[config.mk]
export PLATFORM = sky130hd
export DESIGN_NAME = gpio_defaults_sequencer_flat
export DESIGN_NICKNAME = d
export VERILOG_FILES = /design/src/rtl/gpio_defaults_sequencer_if.sv /design/src/rtl/gpio_defaults_sequencer.sv /design/src/flat_wrapper.sv
export SDC_FILE = /design/constraint.sdc
export NUM_CORES = 1
export LEC_CHECK = 0
export ABC_AREA = 1
export CAP_MARGIN = 5
export CORE_MARGIN = 1
export CORE_UTILIZATION = 38
export DETAILED_ROUTE_END_ITERATION = 8
export PLACE_DENSITY = 0.76
export SYNTH_ARGS = -nofsm -noshare
export SYNTH_HDL_FRONTEND = slang
export SYNTH_SLANG_ARGS = --single-unit
export TNS_END_PERCENT = 1
[constraint.sdc]
create_clock -name clock -period 1.3 [get_ports clock]
set_input_delay 0.39 -clock clock [delete_from_list [all_inputs] [get_ports clock]]
set_output_delay 0.39 -clock clock [all_outputs]
set_load 0.01 [all_outputs]
[src/rtl/gpio_defaults_sequencer_if.sv]
// rtl/gpio_defaults_sequencer_if.sv - defaults bus and serial chain signals of the sequencer
interface gpio_defaults_sequencer_if #(
  parameter int NUM_GPIO  = 2,
  parameter int CFG_WIDTH = 13
);
  logic                          start;
  logic [NUM_GPIO*CFG_WIDTH-1:0] gpio_defaults;
  logic                          serial_clock;
  logic                          serial_data;
  logic                          serial_load;
  logic                          busy;
  logic                          done;

  modport master (
    input  start,
    output gpio_defaults, serial_clock, serial_data, serial_load, busy, done
  );

  modport slave (
    output start,
    input  gpio_defaults, serial_clock, serial_data, serial_load, busy, done
  );
endinterface

[src/rtl/gpio_defaults_sequencer.sv]
// rtl/gpio_defaults_sequencer.sv - drives pad defaults in parallel and shifts them into the control chain
module gpio_defaults_sequencer #(
  parameter int                            NUM_GPIO         = 2,
  parameter int                            CFG_WIDTH        = 13,
  parameter logic [NUM_GPIO*CFG_WIDTH-1:0] GPIO_CONFIG_INIT = {NUM_GPIO{13'h0402}},
  parameter int                            CLK_DIV          = 1,
  parameter bit                            AUTO_LOAD        = 1'b1
) (
  input  logic                       clock,
  input  logic                       resetn,
  gpio_defaults_sequencer_if.master  bus
);
  localparam int TOTAL = NUM_GPIO * CFG_WIDTH;
  localparam int BW    = (TOTAL > 1) ? $clog2(TOTAL) : 1;
  localparam int PW    = $clog2(CLK_DIV + 1);
  localparam logic [BW-1:0] BIT_LAST   = BW'(TOTAL - 1);
  localparam logic [PW-1:0] PHASE_LAST = PW'(CLK_DIV - 1);

  typedef enum logic [1:0] {IDLE, SHIFT_LO, SHIFT_HI, LOAD} state_t;

  state_t          state;
  logic [BW-1:0]   bit_cnt;
  logic [PW-1:0]   phase_cnt;
  logic            pending;
  logic            sclk_q;
  logic            sdata_q;
  logic            sload_q;
  logic            busy_q;
  logic            done_q;
  logic [TOTAL-1:0] stream;
  logic            phase_end;

  // Stream order is MSB of the highest channel first, bit 0 of channel 0 last.
  always_comb begin
    stream = '0;
    for (int k = 0; k < TOTAL; k++) begin
      stream[k] = GPIO_CONFIG_INIT[TOTAL-1-k];
    end
  end

  assign phase_end = (phase_cnt == PHASE_LAST);

  always_ff @(posedge clock or negedge resetn) begin
    if (!resetn) begin
      state     <= IDLE;
      bit_cnt   <= '0;
      phase_cnt <= '0;
      pending   <= AUTO_LOAD;
      sclk_q    <= 1'b0;
      sdata_q   <= 1'b0;
      sload_q   <= 1'b0;
      busy_q    <= 1'b0;
      done_q    <= 1'b0;
    end else begin
      done_q <= 1'b0;
      case (state)
        IDLE: begin
          if (pending || bus.start) begin
            state     <= SHIFT_LO;
            pending   <= 1'b0;
            bit_cnt   <= '0;
            phase_cnt <= '0;
            busy_q    <= 1'b1;
            sclk_q    <= 1'b0;
            sdata_q   <= stream[0];
          end
        end
        SHIFT_LO: begin
          if (phase_end) begin
            phase_cnt <= '0;
            sclk_q    <= 1'b1;
            state     <= SHIFT_HI;
          end else begin
            phase_cnt <= phase_cnt + PW'(1);
          end
        end
        SHIFT_HI: begin
          if (phase_end) begin
            phase_cnt <= '0;
            sclk_q    <= 1'b0;
            if (bit_cnt != BIT_LAST) begin
              bit_cnt <= bit_cnt + BW'(1);
              sdata_q <= stream[bit_cnt + BW'(1)];
              state   <= SHIFT_LO;
            end else begin
              sdata_q <= 1'b0;
              sload_q <= 1'b1;
              state   <= LOAD;
            end
          end else begin
            phase_cnt <= phase_cnt + PW'(1);
          end
        end
        LOAD: begin
          if (phase_end) begin
            phase_cnt <= '0;
            sload_q   <= 1'b0;
            busy_q    <= 1'b0;
            done_q    <= 1'b1;
            state     <= IDLE;
          end else begin
            phase_cnt <= phase_cnt + PW'(1);
          end
        end
        default: state <= IDLE;
      endcase
    end
  end

  assign bus.gpio_defaults = GPIO_CONFIG_INIT;
  assign bus.serial_clock  = sclk_q;
  assign bus.serial_data   = sdata_q;
  assign bus.serial_load   = sload_q;
  assign bus.busy          = busy_q;
  assign bus.done          = done_q;
endmodule

[src/flat_wrapper.sv]
// flat-port wrapper written by rule: the top's interface ports become plain ports
module gpio_defaults_sequencer_flat 
#(
  parameter int                            NUM_GPIO         = 2,
  parameter int                            CFG_WIDTH        = 13,
  parameter logic [NUM_GPIO*CFG_WIDTH-1:0] GPIO_CONFIG_INIT = {NUM_GPIO{13'h0402}},
  parameter int                            CLK_DIV          = 1,
  parameter bit                            AUTO_LOAD        = 1'b1
)
  (clock, resetn, bus_start, bus_gpio_defaults, bus_serial_clock, bus_serial_data, bus_serial_load, bus_busy, bus_done);
  gpio_defaults_sequencer_if #(.NUM_GPIO(NUM_GPIO), .CFG_WIDTH(CFG_WIDTH)) bus_i ();
  input  logic clock;
  input  logic resetn;
  input wire logic [$bits(bus_i.start)-1:0] bus_start;
  output wire logic [$bits(bus_i.gpio_defaults)-1:0] bus_gpio_defaults;
  output wire logic [$bits(bus_i.serial_clock)-1:0] bus_serial_clock;
  output wire logic [$bits(bus_i.serial_data)-1:0] bus_serial_data;
  output wire logic [$bits(bus_i.serial_load)-1:0] bus_serial_load;
  output wire logic [$bits(bus_i.busy)-1:0] bus_busy;
  output wire logic [$bits(bus_i.done)-1:0] bus_done;
  assign bus_i.start = bus_start;
  assign bus_gpio_defaults = bus_i.gpio_defaults;
  assign bus_serial_clock = bus_i.serial_clock;
  assign bus_serial_data = bus_i.serial_data;
  assign bus_serial_load = bus_i.serial_load;
  assign bus_busy = bus_i.busy;
  assign bus_done = bus_i.done;
  gpio_defaults_sequencer #(.NUM_GPIO(NUM_GPIO), .CFG_WIDTH(CFG_WIDTH), .GPIO_CONFIG_INIT(GPIO_CONFIG_INIT), .CLK_DIV(CLK_DIV), .AUTO_LOAD(AUTO_LOAD)) u_core (.clock(clock), .resetn(resetn), .bus(bus_i));
endmodule
* Word-level counts from Yosys, hierarchy flattened *
Memory sizes are Yosys's and may differ from the RTL's.
Index checks and enable logic that the tools add are counted.

word-level totals
  register bits after elaboration = 14
  memory bits (read-only) = 32
  input bits = 3
  output and inout bits = 31
  memories kept = 1

memory list
  memory            words  width  read ports  clocked after Yosys merged registers in  write ports  RTL line                       source
  (name not given)  32     1      1           0                                        0            gpio_defaults_sequencer.sv:83  sdata_q <= stream[bit_cnt + BW'(1)];

cells by class
  add/subtract/negate cells = 2
  order comparisons = 1
  equality and inequality tests = 10
  mux-type cells = 27
  reductions and logical operators = 14

operators with widths
  kind                                                                      count
  4-bit AND reduction                                                       4
  5-bit 2-to-1 mux                                                          3
  1-bit 2-to-1 mux                                                          12
  2-bit 2-to-1 mux                                                          5
  5-bit case mux with 2 select lines                                        1
  2-bit inequality test (second input constant)                             4
  1-bit case mux with 2 select lines                                        4
  2-bit case mux with 4 select lines                                        1
  5-bit by 6-bit < comparator with 1-bit output (second input constant)     1
  3-bit AND reduction                                                       2
  2-bit nonzero test                                                        3
  5-bit by 1-bit adder with 5-bit output (second input constant)            1
  5-bit inequality test (second input constant)                             1
  2-bit equality test (second input constant)                               2
  2-bit by 1-bit inequality test with 1-bit output (second input constant)  2
  1-bit case mux with 3 select lines                                        1
  3-bit nonzero test                                                        1
  3-bit OR reduction                                                        1
  2-bit by 1-bit equality test with 1-bit output (second input constant)    1
  2-bit logical NOT                                                         1
  2-bit AND reduction                                                       1
  1-bit adder (second input constant)                                       1
  1-bit logical OR                                                          1

* Logic depth before layout (Yosys ltp) *
Gate-level depths: netlist (run 1).

  depth after elaboration = 6
  gate-level depth with buffers = 9

* Worst setup path after synthesis (run 1) *
No wires, ideal clock.

  path kind = register to register
  start = reg u_core.bit_cnt[1]
  end = reg u_core.bit_cnt[2]
  library setup time = 0.076 ns
  arrival time = 1.163 ns
  path slack = 0.060 ns
  cell stages (with the launch flop) = 9
  path buffers = 0
  clock period less this slack = 1.240 ns
  cells stage by stage = dfrtp_1 > inv_1 > ha_1 > nand2_1 > nor2_4 > nor2_8 > inv_4 > nand2_4 > o21ai_1

between the ends
  longest elaborated chain between the ends = 4

RTL lines
  what                                    RTL line                       source
  from (decl)                             gpio_defaults_sequencer.sv:22  logic [BW-1:0] bit_cnt;
  from (signal assigned)                  gpio_defaults_sequencer.sv:82  bit_cnt <= bit_cnt + BW'(1);
  5-bit by 1-bit adder with 5-bit output  gpio_defaults_sequencer.sv:82
  5-bit 2-to-1 mux                        gpio_defaults_sequencer.sv:81  if (bit_cnt != BIT_LAST) begin
  5-bit 2-to-1 mux                        gpio_defaults_sequencer.sv:78  if (phase_end) begin
  5-bit case mux with 2 select lines      gpio_defaults_sequencer.sv:56  case (state)

Several ways; a longest one is shown, not always the timed one. The select of a mux whose other input is x is not followed.
A chain may end at the register's enable or synchronous reset.

* Final worst setup path (run 1) *
  start = reg u_core.bit_cnt[1]
  end = reg u_core.bit_cnt[4]

Same word-level chain as after synthesis.

==> impl_metrics.toml, run 1 <==
[clock_tree]
root_buffer = "clkbuf_4"
h-tree-depth = 1
post_cts.repair.setup_buffers = 0
cts_buffer_depth = 2
worst_skew_pair.late_latency_ns = 0.27
cts_tree = "built"
cts.clk_slew.worst_paths_ns = 0.08
numCtsBuffers = 3
clock-sinks = 13

[floorplanning]
io_pins = 34
fp.dieW_microns = 50.05
start_util_pct = 40.03
coreArea_sq_um = 2191
die_area_sq_um = 2505
chipHeight_microns = 50.05
rows = 17

[setup_path]
rrSetupSlack_ns = 0.04
critPathKind = "reg2reg"
crit_fanout = 5
crit_arrival_ns = 1.45
cp-startpoint = "u_core.bit_cnt[1]"
r2r-start = "u_core.bit_cnt[1]"
worst_setup_path_end_kind = "register"
cp.required_ns = 1.49
worstSetupStartpointType = "register"

[cells_and_area]
final_util_pct = 42.89
mostFrequentLayoutCells = "26 x conb_1, 25 x nand2_1, 11 x dfrtp_1, 9 x inv_1"
diodes = 0
final_layout_size_suffix_gt1_share_pct = 22.50
syn_to_final_growth_pct = 7.133
final_common_cell = "conb_1"
fin_nets = 127

[global_route]
grt_pass1_vias = 570
grt_util_all_layers_pct = 12.52
grt_max_degree = 11
grt_pass1_wl_microns = 2359
antenna_found_initial = 0
grt_overflow = 0

[timing]
fmax_mhz = 792.6
holdWs_ns = 0.2980
period_minus_slack_ns = 1.262
hold_viol_final = 0
period_share_pct = 97.05
skew_ns = 0.004608
rsz0062_at_grt = "true"
setup_viol = 0
drv_slew = 0

[pwr]
power.density_nw_per_um2 = 742.3
p_total_mw = 0.6975
max-vdd-ir-drop_mv = 0.6582
leakage_nw = 0.5183

[synth]
ys.flop_type = "dfrtp_1"
ys_types = 21
synth_warnings = 0
yosysSeqAreaShare_pct = 37.23
ys_async_sr_fraction_pct = 100.0
syn_avg_cell_area_sq_um = 8.274
synth-edff-count = 0
synthCells = 106
synth-seq-cells = 13
synth.cell_area_sq_um = 877.1

[route]
wl_microns = 1415
drtIter0Drc = 16
dr.pass1.iters = 4
viasPerCell = 4.216
route.detailed.drc = 0
ant_nets = 0
wl_per_cell_microns = 9.561
vias = 624

[placed_design]
place.gp.congestion = 0.8626
hpwl_microns = 1154
port_buffers = 7

[worst_hold_path]
hold_class = "in2async"

[run]
cap_viol_max_count = 0

[run_status]
outcome = "finished, final reports clean"
through the flow:
stage	instance area, sq um	TNS, ns	setup WS (ns)	std cells
floorplan	967.2	0	0.06040	130
detailed placement	914.6	-0.3371	-0.05924	144
global placement	914.6	-0.1838	-0.03745	144
finish	939.7	0	0.03834	148
CTS	945.9	0	0.006702	148
global route	939.7	-0.1238	-0.04724	148
power by group:
part	internal (mW)	switching (mW)	total [mW]
logic	0.00727	0.0421	0.0493
clock network	0.119	0.125	0.244
registers	0.404	0	0.404
per-layer routing:
| metal | vias to the layer above | share of wire, % | global-route usage, % |
|---|---|---|---|
| li1 | 306 | - | - |
| met1 | 292 | 42 | 14.34 |
| met2 | 24 | 53 | 22.44 |
| met3 | 2 | 3.7 | 0.9259 |
| met4 | 0 | 0.99 | 7.143 |
| met5 | - | 0 | 0 |
synthesized netlist by cell type, types with 2 or more instances:
| cell | instances | area share [%] |
|---|---|---|
| buf_4 | 26 | 22 |
| nand2_1 | 26 | 11 |
| dfrtp_1 | 12 | 34 |
| inv_1 | 10 | 4.3 |
| nand3_1 | 5 | 2.9 |
| ha_1 | 3 | 4.3 |
| nand4_1 | 3 | 2.1 |
| nor2_1 | 3 | 1.3 |
| o22ai_1 | 3 | 2.1 |
| conb_1 | 2 | 0.86 |
| o21ai_0 | 2 | 1.1 |
| o21ai_2 | 2 | 2.0 |
worst max-delay path, stage by stage (launching register included):
cell and delay [ns]:
dfrtp_1 0.41, inv_2 0.09, ha_4 0.13, nand2_2 0.06, nor2_4 0.17, nor2_8 0.06, inv_4 0.08, nand2_4 0.06
o22ai_1 0.11
what timing repair did:
action	4_1_cts	5_1_grt
hold buffers	0	0
endpoints found under the setup margin	11	10
pin swaps	1	1
gates resized for setup	13	7
layout make-up:
class                           count  area, sq um
Tap cell                           28        35.03
Timing Repair Buffer               12        87.58
Sequential cell                    13        327.8
Multi-Input combinational cell     79        415.4
Clock buffer                        4        26.28
Inverter                           12        47.55
Fill cell                         225         1251
sequential cells by signal, indices dropped and copies added (netlist names):
register,flops
u_core.bus.busy,1
u_core.pending,1
u_core.bus.serial_load,1
u_core.bit_cnt,5
u_core.bus.serial_clock,1
u_core.bus.serial_data,1
u_core.bus.done,1
u_core.state,2
path summary, 6_finish.rpt:
kind,end,cells after the start
worst max-delay path,u_core.bit_cnt[4],8
worst min-delay path,u_core.bus.done,1
worst max register to register,u_core.bit_cnt[4],8
worst min register to register,u_core.pending,2
max in group asynchronous,u_core.bit_cnt[0],2
min in group clock,u_core.pending,2
logic make-up after synthesis:
family | Yosys count | share of synthesized area (%)
fa+ha+maj | 3 | 4.280
simple gates | 42 | 24.11
other cells | 2 | 0.8562
compound gates | 8 | 5.849
buf+inv | 38 | 27.68
flops | 13 | 37.23
Note: power is estimated with default switching activity, not from simulation.
==> run 2, diff against run 1 <==
- RECOVER_POWER: unset -> 100
==> run 2 against run 1 <==
Clock skew barely moved. Combinational power fell by 5.1%. Final cell count did not move. Sequential share of layout area rose by 0.47 points. Design area fell by 1.3%. Register-to-register slack barely moved. Routed wire length rose by 0.42%. Critical endpoint unchanged. Largest power group unchanged. Highest routed layer unchanged.
==> impl_metrics.toml, run 2 (same netlist as run 1, synthesis figures left out) <==
[run_status]
outcome = "finished, final reports clean"

[floorplanning]
fp.dieW_microns = 50.05
die_area_sq_um = 2505
rows = 17
start_util_pct = 40.03
coreArea_sq_um = 2191
chipHeight_microns = 50.05
io_pins = 34

[setup_path]
crit_arrival_ns = 1.46
crit_fanout = 5
worstRegToRegCells = 8
cp-startpoint = "u_core.bit_cnt[1]"
critPathKind = "reg2reg"
r2r-start = "u_core.bit_cnt[1]"
r2r-end = "u_core.bit_cnt[4]"
crit_path_end = "u_core.bit_cnt[4]"
cp.required_ns = 1.49
rrSetupSlack_ns = 0.04
worstSetupStartpointType = "register"
worst_setup_path_end_kind = "register"

[clock_tree]
post_cts.repair.setup_buffers = 0
cts_buffer_depth = 2
worst_skew_pair.late_latency_ns = 0.27
h-tree-depth = 1
numCtsBuffers = 3
cts.clk_slew.worst_paths_ns = 0.08
cts_hold_buf = 0
clock-sinks = 13
root_buffer = "clkbuf_4"
cts_tree = "built"

[global_route]
grt_overflow = 0
grt_util_all_layers_pct = 12.52
grt_pass1_wl_microns = 2359
grt_max_degree = 11
grt_pass1_vias = 570
antenna_found_initial = 0

[timing]
relSlewSlack_pct = 63.77
worst_slack_ns = 0.03565
tightest_slew_ns = 0.5434
skew_ns = 0.005018
setup_viol = 0
fmax_mhz = 790.9
period_share_pct = 97.26
period_minus_slack_ns = 1.264
drv_slew = 0
rsz0062_at_grt = "true"
hold_viol_final = 0

[cells_and_area]
fin_nets = 127
mostFrequentLayoutCells = "26 x conb_1, 25 x nand2_1, 11 x dfrtp_1, 9 x inv_1, 6 x clkbuf_1"
seqCellArea_sq_um = 327.8
multiInputGateArea_sq_um = 411.6
final_layout_size_suffix_gt1_share_pct = 17.50
final_common_cell = "conb_1"
diodes = 0
final_util_pct = 42.32
largest_reg_flops = 5
reg_top3 = "u_core.bit_cnt: 5 flops, u_core.state: 2 flops"
fillers = 232
final_cell_count_no_fill = 148
regMostFlops = "u_core.bit_cnt"
syn_to_final_growth_pct = 5.706

[route]
vias = 623
wl_microns = 1421
drtIter0Drc = 15
viasPerCell = 4.209
wl_per_cell_microns = 9.601
dr.pass1.iters = 4
route.detailed.drc = 0
ant_nets = 0

[worst_hold_path]
hold_class = "in2async"

[placed_design]
port_buffers = 7
place.gp.congestion = 0.8626
hpwl_microns = 1154
place_inst = 144
pre_cts_ws_ns = -0.05924

[pwr]
leakage_nw = 0.5028
max-vdd-ir-drop_mv = 0.6477
power.density_nw_per_um2 = 749.6

[run]
cap_viol_max_count = 0
==> run 2: repair_timing <==
action,in CTS,in global routing
gates resized for setup,13,7
setup endpoints to repair,11,10
endpoints found under the hold margin,0,0
pin swaps,1,1
==> run 2: worst max-delay path, cell delays in order, from the launching register on <==
cell and delay [ns]:
dfrtp_1 0.41, inv_2 0.09, ha_4 0.13, nand2_2 0.06
nor2_4 0.17, nor2_8 0.06, inv_4 0.08, nand2_4 0.06
o22ai_1 0.11
==> run 2: worst min path at each step <==
stage	from	end	slack [ns]	depth (start not counted)
4_1_cts	resetn	u_core.bus.done	0.29	1
6_report	resetn	u_core.bus.done	0.36	1
3_3_place_gp	u_core.pending	u_core.pending	0.44	2
3_5_place_dp	u_core.pending	u_core.pending	0.45	2
2_1_floorplan	resetn	u_core.bit_cnt[0]	0.09	0
5_1_grt	resetn	u_core.bus.done	0.38	1
==> run 2: routing by layer <==
layer  GRT usage (%)  vias up  routed length [microns]  part of all wire (%)
li1                -      309                        -                     -
met1           14.34      288                      615                    43
met2           22.44       24                      740                    52
met3          0.9259        2                       49                   3.4
met4           7.143        0                       14                  0.99
met5               0        -                        0                     0
==> run 2: power by group <==
part	total, mW	switching [mW]	internal (mW)
registers	0.404	0	0.404
logic	0.0468	0.0416	0.00522
clock network	0.244	0.125	0.119
total	0.695	0.167	0.528
==> run 2: area by class of cell <==
type | instances | area share (%)
clock buffers | 4 | 2.834
inverters | 12 | 5.128
multi-input cells | 79 | 44.40
flip-flops and latches | 13 | 35.36
well taps | 28 | 3.779
repair buffers | 12 | 8.502
==> run 2: stage by stage <==
stage	power [mW]	setup TNS, ns	instance area [sq um]	hold WS (ns)
6_report	0.6950	0	927.1	0.3647
5_1_grt	0.7333	-0.1238	927.1	0.3785
4_1_cts	0.7054	0	945.9	0.2902
3_5_place_dp	0.4607	-0.3371	914.6	0.4523
3_3_place_gp	0.4603	-0.1838	914.6	0.4384
2_1_floorplan	0.5028	0	967.2	0.09441
